### src/rtl/dmem_block_mover.sv
// Block copy/fill initiator for the single-port data memory.
// Keeps a running 16-bit sum of the written words and reports it with done.
module dmem_block_mover #(
  parameter int ADDR_WIDTH = 8,
  parameter int DATA_WIDTH = 16,
  parameter int LEN_WIDTH  = 8
) (
  input  logic                  clk,
  input  logic                  reset,
  input  logic                  start,
  input  logic                  mode,
  input  logic [ADDR_WIDTH-1:0] src_addr,
  input  logic [ADDR_WIDTH-1:0] dst_addr,
  input  logic [LEN_WIDTH-1:0]  length,
  input  logic [DATA_WIDTH-1:0] fill_value,
  output logic                  busy,
  output logic                  done,
  output logic [DATA_WIDTH-1:0] checksum,
  output logic [ADDR_WIDTH-1:0] mem_address,
  output logic [DATA_WIDTH-1:0] mem_wdata,
  output logic                  mem_write_en,
  input  logic [DATA_WIDTH-1:0] mem_rdata
);

  typedef enum logic [2:0] {
    IDLE, RD, CAP, WR, FIN
  } state_t;

  state_t                state;
  logic                  mode_q;
  logic [ADDR_WIDTH-1:0] src_ptr;
  logic [ADDR_WIDTH-1:0] dst_ptr;
  logic [LEN_WIDTH-1:0]  remaining;
  logic [DATA_WIDTH-1:0] fill_q;

  // mem_wdata doubles as the copy buffer: it is loaded from mem_rdata
  // at the end of CAP and presented unchanged throughout WR.
  always_ff @(posedge clk or posedge reset) begin
    if (reset) begin
      state        <= IDLE;
      mode_q       <= 1'b0;
      src_ptr      <= '0;
      dst_ptr      <= '0;
      remaining    <= '0;
      fill_q       <= '0;
      busy         <= 1'b0;
      done         <= 1'b0;
      checksum     <= '0;
      mem_address  <= '0;
      mem_wdata    <= '0;
      mem_write_en <= 1'b0;
    end else begin
      done         <= 1'b0;
      mem_write_en <= 1'b0;
      unique case (state)
        IDLE: begin
          if (start) begin
            mode_q    <= mode;
            src_ptr   <= src_addr;
            dst_ptr   <= dst_addr;
            remaining <= length;
            fill_q    <= fill_value;
            checksum  <= '0;
            busy      <= 1'b1;
            if (length == '0) begin
              state <= FIN;
            end else if (mode) begin
              state        <= WR;
              mem_address  <= dst_addr;
              mem_wdata    <= fill_value;
              mem_write_en <= 1'b1;
            end else begin
              state       <= RD;
              mem_address <= src_addr;
            end
          end
        end
        RD: begin
          state <= CAP;
        end
        CAP: begin
          state        <= WR;
          src_ptr      <= src_ptr + ADDR_WIDTH'(1);
          mem_address  <= dst_ptr;
          mem_wdata    <= mem_rdata;
          mem_write_en <= 1'b1;
        end
        WR: begin
          checksum  <= checksum + mem_wdata;
          dst_ptr   <= dst_ptr + ADDR_WIDTH'(1);
          remaining <= remaining - LEN_WIDTH'(1);
          if (remaining == LEN_WIDTH'(1)) begin
            state <= FIN;
          end else if (mode_q) begin
            mem_address  <= dst_ptr + ADDR_WIDTH'(1);
            mem_wdata    <= fill_q;
            mem_write_en <= 1'b1;
          end else begin
            state       <= RD;
            mem_address <= src_ptr;
          end
        end
        FIN: begin
          done  <= 1'b1;
          busy  <= 1'b0;
          state <= IDLE;
        end
        default: state <= IDLE;
      endcase
    end
  end

endmodule
### config.mk
export PLATFORM = sky130hd
export DESIGN_NAME = dmem_block_mover
export DESIGN_NICKNAME = d
export VERILOG_FILES = /design/src/rtl/dmem_block_mover.sv
export SDC_FILE = /design/constraint.sdc
export NUM_CORES = 1
export LEC_CHECK = 0
export CORE_AREA = 2 2 116 118
export DETAILED_ROUTE_END_ITERATION = 8
export DIE_AREA = 0 0 118 120
export SYNTH_ARGS = -nofsm -noshare
export SYNTH_HDL_FRONTEND = slang
export SYNTH_SLANG_ARGS = --single-unit
export TNS_END_PERCENT = 30
### constraint.sdc
create_clock -name clk -period 6.5 [get_ports clk]
set_input_delay 1.3 -clock clk [delete_from_list [all_inputs] [get_ports clk]]
set_output_delay 1.3 -clock clk [all_outputs]
set_load 0.005 [all_outputs]
==> flow_summary.toml, run 1 <==
[status]
outcome = "finished, final reports clean"

[floorplan]
num_io_pins = 103
initial_core_util = 0.388
core_area_um2 = 13000
die_x_um = 118
num_rows = 42
die_h_um = 120
die_area_um2 = 14200

[synthesis]
yosysMostFrequentCell = "nand2_1"
synth_edf_count = 0
ys_top_cells_by_count = "nand2_1, dfrtp_1, nor2_1"
yosys.cell_types.count = 49
syn_area_um2 = 5030
synth_cells = 580
yosysSeqAreaShare = 0.433
synthArstFlopShare = 1.00
syn_nets = 660
synth_ff_type = "dfrtp_1"
synth_area_leaders = "dfrtp_1, nand2_1, mux2i_1"
synth_top_area_cell = "dfrtp_1"
synth_top_area_frac = 0.433
ys_seq_elements = 87
syn_avg_cell_area_um2 = 8.67
ys_warn_count = 0

[pwr]
power_density_nw_per_um2 = 516
design_power_total_uw = 3340
combPwrFrac = 0.525
seq_power_share = 0.315
power.leakage_uw = 0.00283
switching_share = 0.428
p_int_uw = 1910
power.switching_uw = 1430
ir_drop_mv = 0.223
clockPowerShare = 0.161

[grt]
overflow = 0
grt_max_degree = 71
antenna_found_initial = 0
grt_pass1_vias = 4534
grt_usage = 0.209
grt_pass1_wl_um = 23200

[timing]
setup_ws_ns = 2.77
worstMarginPinSlew_ns = 1.05
final_hold_viol_count = 0
slew_headroom = 0.297
fin_crit_ns = 3.73
grt_setup_unrepaired = "no"
finalSetupTns_ns = 0
fmax_mhz = 268
fin_crit_sh = 0.573
maxSlewViolCount = 0
setup-violations-final = 0
finClkSkew_ns = 0.00659

[drt]
wire_per_inst_um = 16.5
dr.pass1.iters = 4
drc = 0
drt-initial-drc-count = 245
wl_um = 14000
ant_nets = 0
viasPerCell = 5.39
vias = 4581

[setup_path]
crit_path_end_kind = "flip-flop"
start_kind = "flip-flop"
arrival_ns = 3.94
required_ns = 6.71
crit_type = "flip-flop to flip-flop"
worst-path-max-fanout = 46

[placed_design]
place.gp.congestion = 0.901
io_buffers = 102
hpwl_um = 9950
pre_cts_slack_ns = 2.73

[run]
drv_cap = 0

[cts]
cts_root_buffer = "clkbuf_16"
postCtsSetupRepairBufs = 0
holdBufCountCts = 0
cts_sinks = 87
h-tree-depth = 3
cts_resized = 0
tritoncts = "yes"
path_clk_slew_ns = 0.07
max-clock-path-buffers = 2
cts_buffers = 9
clk_latency_ns = 0.35

[final_layout]
n_antenna_cell = 0
drive_gt1_frac = 0.0386
areaGrowthSynthToFinish_pct = 28.8
final_core_util = 0.499
fin_nets = 749

[min_path]
hold_path_class = "flip-flop to flip-flop"
per-stage QoR:
| stage | hold WS [ns] | area (µm²) | instances |
|---|---|---|---|
| after floorplan | 0.445 | 5030 | 580 |
| after global placement | 0.457 | 6180 | 834 |
| after detailed placement | 0.462 | 6180 | 834 |
| after CTS | 0.479 | 6480 | 850 |
| after global routing | 0.502 | 6480 | 850 |
| final | 0.475 | 6480 | 850 |
power by group through the flow:
stage	Combinational, µW	Sequential, µW	Clock, µW
3_5_place_dp	1760	1060	0
3_3_place_gp	1720	1050	0
2_1_floorplan	1220	993	0
4_1_cts	1770	1050	548
6_report	1750	1050	537
5_1_grt	2000	1090	569
layout make-up:
type                    instances  area (µm²)
clock buffers                  10         229
clock inverters                 6        68.8
fillers                      1272        6500
inverters                      16        61.3
multi-input cells             447        2660
flip-flops and latches         87        2180
well taps                     176         220
repair buffers                108        1070
state kept, by name (all words and copies together) (netlist names):
register / cells
done: 1
mem_wdata: 16
mem_write_en: 1
mode_q: 1
state: 3
dst_ptr: 8
mem_address: 8
checksum: 16
busy: 1
src_ptr: 8
fill_q: 16
remaining: 8
worst paths after layout:
path                            slack [ns]  startpoint      endpoint  depth (start not counted)
worst min register to register        0.47  fill_q[11]    fill_q[11]                          2
worst max-delay path                  2.77    state[1]  mem_wdata[2]                          5
worst max register to register        2.77    state[1]  mem_wdata[2]                          5
max in group asynchronous             4.07       reset    src_ptr[7]                          3
min in group asynchronous             1.24       reset  remaining[3]                          2
worst min-delay path                  0.47  fill_q[11]    fill_q[11]                          2
critical path, cell delays in order, from the launching register on:
cell and delay (ns):
dfrtp_1 0.48, nor2b_1 0.87, nand2_2 0.71, o221ai_2 0.78
a221o_2 0.58, o21ai_1 0.14
kinds of logic after synthesis:
| group | share of synthesized area |
|---|---|
| DFF | 0.433 |
| muxes | 0.0537 |
| adders and majority gates | 0.0512 |
| xor gates and xnor gates | 0.0313 |
| and+or+nand+nor | 0.187 |
| buffers and inverters | 0.0391 |
| AOI/OAI and AO/OA | 0.204 |
per-layer routing:
layer / up-vias / share of wire / GRT usage
met5: - / 0 / 0
met4: 0 / 0.025 / 0.0896
met3: 20 / 0.059 / 0.0518
met2: 117 / 0.46 / 0.340
met1: 2190 / 0.46 / 0.265
li1: 2254 / - / -
cell usage in the layout, fill, tap and decap left out, types with 6 or more instances in the layout:
cell / instances
o211ai_1: 9
clkbuf_16: 9
buf_4: 6
mux2i_1: 27
clkdlybuf4s50_1: 102
inv_1: 15
nand3_1: 25
o21ai_0: 44
o21ai_1: 16
nor3b_1: 9
dfrtp_1: 87
xnor2_1: 8
ha_1: 19
xor2_1: 10
a311oi_1: 8
nor3_1: 8
nor2_1: 46
a211oi_1: 12
a21oi_1: 45
nand2_1: 106
(Power assumes the default switching activity.)
==> run 2: changes to the inputs <==
--- a/config.mk
+++ b/config.mk
@@ -8,6 +8,7 @@
 export CORE_AREA = 2 2 116 118
 export DETAILED_ROUTE_END_ITERATION = 8
 export DIE_AREA = 0 0 118 120
+export PLACE_DENSITY = 0.66
 export SYNTH_ARGS = -nofsm -noshare
 export SYNTH_HDL_FRONTEND = slang
 export SYNTH_SLANG_ARGS = --single-unit
==> constraint.sdc (replaced) <==
create_clock -name clk -period 3.11 [get_ports clk]
set_input_delay 0.622 -clock clk [delete_from_list [all_inputs] [get_ports clk]]
set_output_delay 0.622 -clock clk [all_outputs]
set_load 0.005 [all_outputs]
==> run 2 against run 1 <==
  * Flip-flop and latch count did not move
  * Combinational power rose by 110%
  * Cell area up 1.5%
  * Hold slack gained 0.00098 ns
  * Largest power group unchanged
  * Critical endpoint is now checksum[15]
  * Global-route usage about the same
  * Wire length grew 1.5%
  * Utilization up 0.73 points
==> flow_summary.toml, run 2 (same netlist as run 1, synthesis figures left out) <==
[setup_path]
ff2ff_setup_slack_ns = 0.56
crit_type = "flip-flop to flip-flop"
required_ns = 3.37
critPathLaunch = "checksum[1]"
setup.worst_path.end = "checksum[15]"
r2r_cells = 7
start_kind = "flip-flop"
r2r_start = "checksum[1]"
cpMostUsedCell = "o211ai_1"
slowest_delay_ns = 0.46
crit_path_end_kind = "flip-flop"
arrival_ns = 2.81
path_cells = "ha_1 -> a211oi_1 -> o211ai_1 -> a41oi_1 -> o21ai_0 -> xor2_1 -> o211ai_1"
cp_slowest_cell = "a41oi_1"
rr_endpoint = "checksum[15]"
worst-path-max-fanout = 4

[grt]
grtUsageMet1 = 0.257
gr-max-usage-layer = "met2"
overflow = 0
grt_usage = 0.209
grt_pass1_wl_um = 23400
grt_pass1_vias = 4700
antenna_found_initial = 0
use_met3 = 0.0651
met2_usage = 0.344
grt_max_degree = 48

[min_path]
hold_path_class = "flip-flop to flip-flop"

[final_layout]
drive_gt1_frac = 0.0471
biggestRegsByFlops = "checksum x16, fill_q x16, mem_wdata x16"
n_antenna_cell = 0
most-common-layout-cells = "nand2_1, clkdlybuf4s50_1, dfrtp_1"
areaGrowthSynthToFinish_pct = 30.7
instances_no_fill = 855
final_common_cell = "nand2_1"
fin_nets = 755
stdcell_area_um2 = 6570

[cts]
clk_latency_ns = 0.35
postCtsSetupRepairBufs = 0
cts_buffers = 9
max-clock-path-buffers = 2
cts_root_buffer = "clkbuf_16"
cts_resized = 0
tritoncts = "yes"
h-tree-depth = 3
path_clk_slew_ns = 0.07
cts_sinks = 87
holdBufCountCts = 0

[timing]
maxSlewViolCount = 0
finClkSkew_ns = 0.00579
grt_setup_unrepaired = "no"
fin_crit_ns = 2.55
fmax_mhz = 392
slew_headroom = 0.487
finalSetupTns_ns = 0
setup-violations-final = 0
fin_crit_sh = 0.820
worstMarginPinSlew_ns = 0.769
final_hold_viol_count = 0

[floorplan]
die_area_um2 = 14200
core_area_um2 = 13000
num_io_pins = 103
die_x_um = 118
die_h_um = 120
num_rows = 42
initial_core_util = 0.388

[pwr]
ir_drop_mv = 0.648
power_density_nw_per_um2 = 1090
power.leakage_uw = 0.00288

[placed_design]
place.gp.congestion = 0.861
io_buffers = 102
hpwl_um = 10300
place_area_um2 = 6240
dp.cells = 840

[run]
drv_cap = 0

[drt]
wl_um = 14300
drc = 0
wire_per_inst_um = 16.7
dr.pass1.iters = 5
vias = 4649
ant_nets = 0
drt-initial-drc-count = 354
viasPerCell = 5.44

[status]
outcome = "finished, final reports clean"
## run 2: worst max-delay path, delay by kind of cell, from the launching register on
kind            cells  cell delay [ns]
flops               1             0.44
xor+xnor            1             0.21
fa+ha+maj           1             0.33
compound gates      5             1.49
## run 2: how the worst min path moves through the flow
stage                     slack [ns]        from          to  cells after the start
final                           0.48  fill_q[12]  fill_q[12]                      2
after floorplan                 0.45   fill_q[0]   fill_q[0]                      2
after global routing            0.50  fill_q[12]  fill_q[12]                      2
after detailed placement        0.46  fill_q[12]  fill_q[12]                      2
after global placement          0.46  fill_q[11]  fill_q[11]                      2
after CTS                       0.48  fill_q[12]  fill_q[12]                      2
## run 2: cell type report
class | instances | area (µm²)
Fill cell | 1253 | 6410
Tap cell | 176 | 220
Inverter | 16 | 61.3
Clock buffer | 9 | 225
Sequential cell | 87 | 2180
Clock inverter | 6 | 110
Timing Repair Buffer | 114 | 1120
Multi-Input combinational cell | 447 | 2660
## run 2: power breakdown
part           switching (µW)  internal [µW]
clock                     465            779
sequential                535           1680
combinational            2000           1730
## run 2: metal layers
layer  routed length, µm  vias to the layer above
met5                   0                        -
met4                 343                        0
met3                 997                       23
met2                6680                      149
met1                6240                     2217
li1                    -                     2260
## run 2: per-stage QoR
stage	utilization	setup slack [ns]	hold WS (ns)	total power (µW)
after floorplan	-	0.238	0.445	4630
after global placement	0.481	0.500	0.458	5820
after detailed placement	0.481	0.467	0.463	5940
after CTS	0.506	0.557	0.479	7220
after global routing	0.506	0.321	0.498	7810
final	0.506	0.559	0.476	7180
==> run 3: changes to the inputs <==
--- a/config.mk
+++ b/config.mk
@@ -8,7 +8,6 @@
 export CORE_AREA = 2 2 116 118
 export DETAILED_ROUTE_END_ITERATION = 8
 export DIE_AREA = 0 0 118 120
-export PLACE_DENSITY = 0.66
 export SYNTH_ARGS = -nofsm -noshare
 export SYNTH_HDL_FRONTEND = slang
 export SYNTH_SLANG_ARGS = --single-unit
==> constraint.sdc (replaced) <==
create_clock -name clk -period 2.4 [get_ports clk]
set_input_delay 0.48 -clock clk [delete_from_list [all_inputs] [get_ports clk]]
set_output_delay 0.48 -clock clk [all_outputs]
set_load 0.005 [all_outputs]
==> run 3 against run 2 <==
  * Flip-flop and latch count did not move
  * Largest power group unchanged
  * Non-clock buffer count rose by 7
  * Hold slack barely moved
  * First-iteration DRC count fell by 17%
  * Worst setup slack got worse by 0.45 ns
  * Critical path depth rose by 1
  * Critical endpoint is now checksum[13]
  * Cell count rose by 0.94%
==> flow_summary.toml, run 3 (same netlist as run 1, synthesis figures left out) <==
[floorplan]
core_area_um2 = 13000
num_rows = 42
die_area_um2 = 14200
die_h_um = 120
die_x_um = 118
initial_core_util = 0.388
num_io_pins = 103

[timing]
fin_crit_sh = 0.957
slew_headroom = 0.606
fmax_mhz = 436
final_hold_viol_count = 0
whs_ns = 0.476
worstMarginPinSlew_ns = 0.589
maxSlewViolCount = 0
finClkSkew_ns = 0.00662
setup-violations-final = 0
fin_crit_ns = 2.30
finalSetupTns_ns = 0

[drt]
viasPerCell = 5.36
drt-initial-drc-count = 295
wire_per_inst_um = 16.4
drc = 0
vias = 4622
wl_um = 14200
ant_nets = 0
dr.pass1.iters = 5

[pwr]
ir_drop_mv = 0.704
power.leakage_uw = 0.00289
power_density_nw_per_um2 = 1390

[setup_path]
crit_type = "flip-flop to flip-flop"
worst-path-max-fanout = 5
start_kind = "flip-flop"
crit_path_end_kind = "flip-flop"
arrival_ns = 2.57
required_ns = 2.68

[final_layout]
fillers = 1229
areaGrowthSynthToFinish_pct = 31.5
regArea_um2 = 2180
final_common_cell = "nand2_1"
most-common-layout-cells = "nand2_1, clkdlybuf4s50_1, dfrtp_1"
final_core_util = 0.510
fin_nets = 762
n_antenna_cell = 0
multi_input_area_um2 = 2680
instances_no_fill = 863
biggestRegsByFlops = "checksum x16, fill_q x16, mem_wdata x16"
drive_gt1_frac = 0.0626

[placed_design]
place.gp.congestion = 0.854
io_buffers = 102
hpwl_um = 10200
dp.cells = 847

[cts]
clk_latency_ns = 0.34
cts_sinks = 87
max-clock-path-buffers = 2
cts_buffers = 9
h-tree-depth = 3
tritoncts = "yes"
holdBufCountCts = 0
cts_root_buffer = "clkbuf_16"
path_clk_slew_ns = 0.06

[grt]
antenna_found_initial = 0
grt_max_degree = 88
overflow = 0
grt_pass1_wl_um = 23600
grt_usage = 0.210
grt_pass1_vias = 4582

[status]
outcome = "finished, final reports clean"

[min_path]
hold_path_class = "flip-flop to flip-flop"

[run]
drv_cap = 0
run 3: what timing repair did:
item | 4_1_cts | 5_1_grt
resized for setup | 1 | 4
setup endpoints to repair | 1 | 2
buffers inserted | 0 | 0
pin swaps | 0 | 0
run 3: power by group:
group	total (µW)	internal [µW]	switching (µW)
sequential	2870	2170	694
clock	1350	759	592
combinational	4990	2360	2630
run 3: area by class of cell:
cell class	count	share of cell area
multi-input cells	447	0.405
clock buffers	12	0.0388
clock inverters	4	0.00454
well taps	176	0.0333
flip-flops and latches	87	0.329
repair buffers	121	0.180
inverters	16	0.00965
run 3: layer usage:
metal / global-route usage / part of all wire / vias to the layer above / routed length (µm)
met5: 0 / 0 / - / 0
met4: 0.0550 / 0.017 / 0 / 247
met3: 0.0689 / 0.068 / 20 / 958
met2: 0.354 / 0.48 / 134 / 6730
met1: 0.260 / 0.44 / 2192 / 6230
li1: - / - / 2276 / -
run 3: worst paths after layout:
| path | startpoint | endpoint | slack (ns) | cells past startpoint |
|---|---|---|---|---|
| max in group asynchronous | reset | fill_q[1] | 1.41 | 3 |
| hold / removal | fill_q[1] | fill_q[1] | 0.48 | 2 |
| setup reg to reg | mem_wdata[2] | checksum[13] | 0.10 | 8 |
| setup / recovery | mem_wdata[2] | checksum[13] | 0.10 | 8 |
| min in group asynchronous | reset | remaining[5] | 0.61 | 3 |
| hold reg to reg | fill_q[1] | fill_q[1] | 0.48 | 2 |
run 3: critical path: stages (launching register included):
cell and delay [ns]:
dfrtp_1 0.44, ha_1 0.41, o211ai_1 0.13, o211ai_1 0.28, a41oi_2 0.20, buf_4 0.18
a2111oi_0 0.42, a31oi_1 0.09, nand2_1 0.08
run 3: stage by stage:
stage	total power (µW)	instance area, µm²	worst slack, ns
4_1_cts	9250	6600	0.0587
2_1_floorplan	5990	5030	0.152
3_3_place_gp	7710	6310	0.111
5_1_grt	10100	6620	-0.00797
3_5_place_dp	7830	6310	0.0160
6_report	9210	6620	0.104
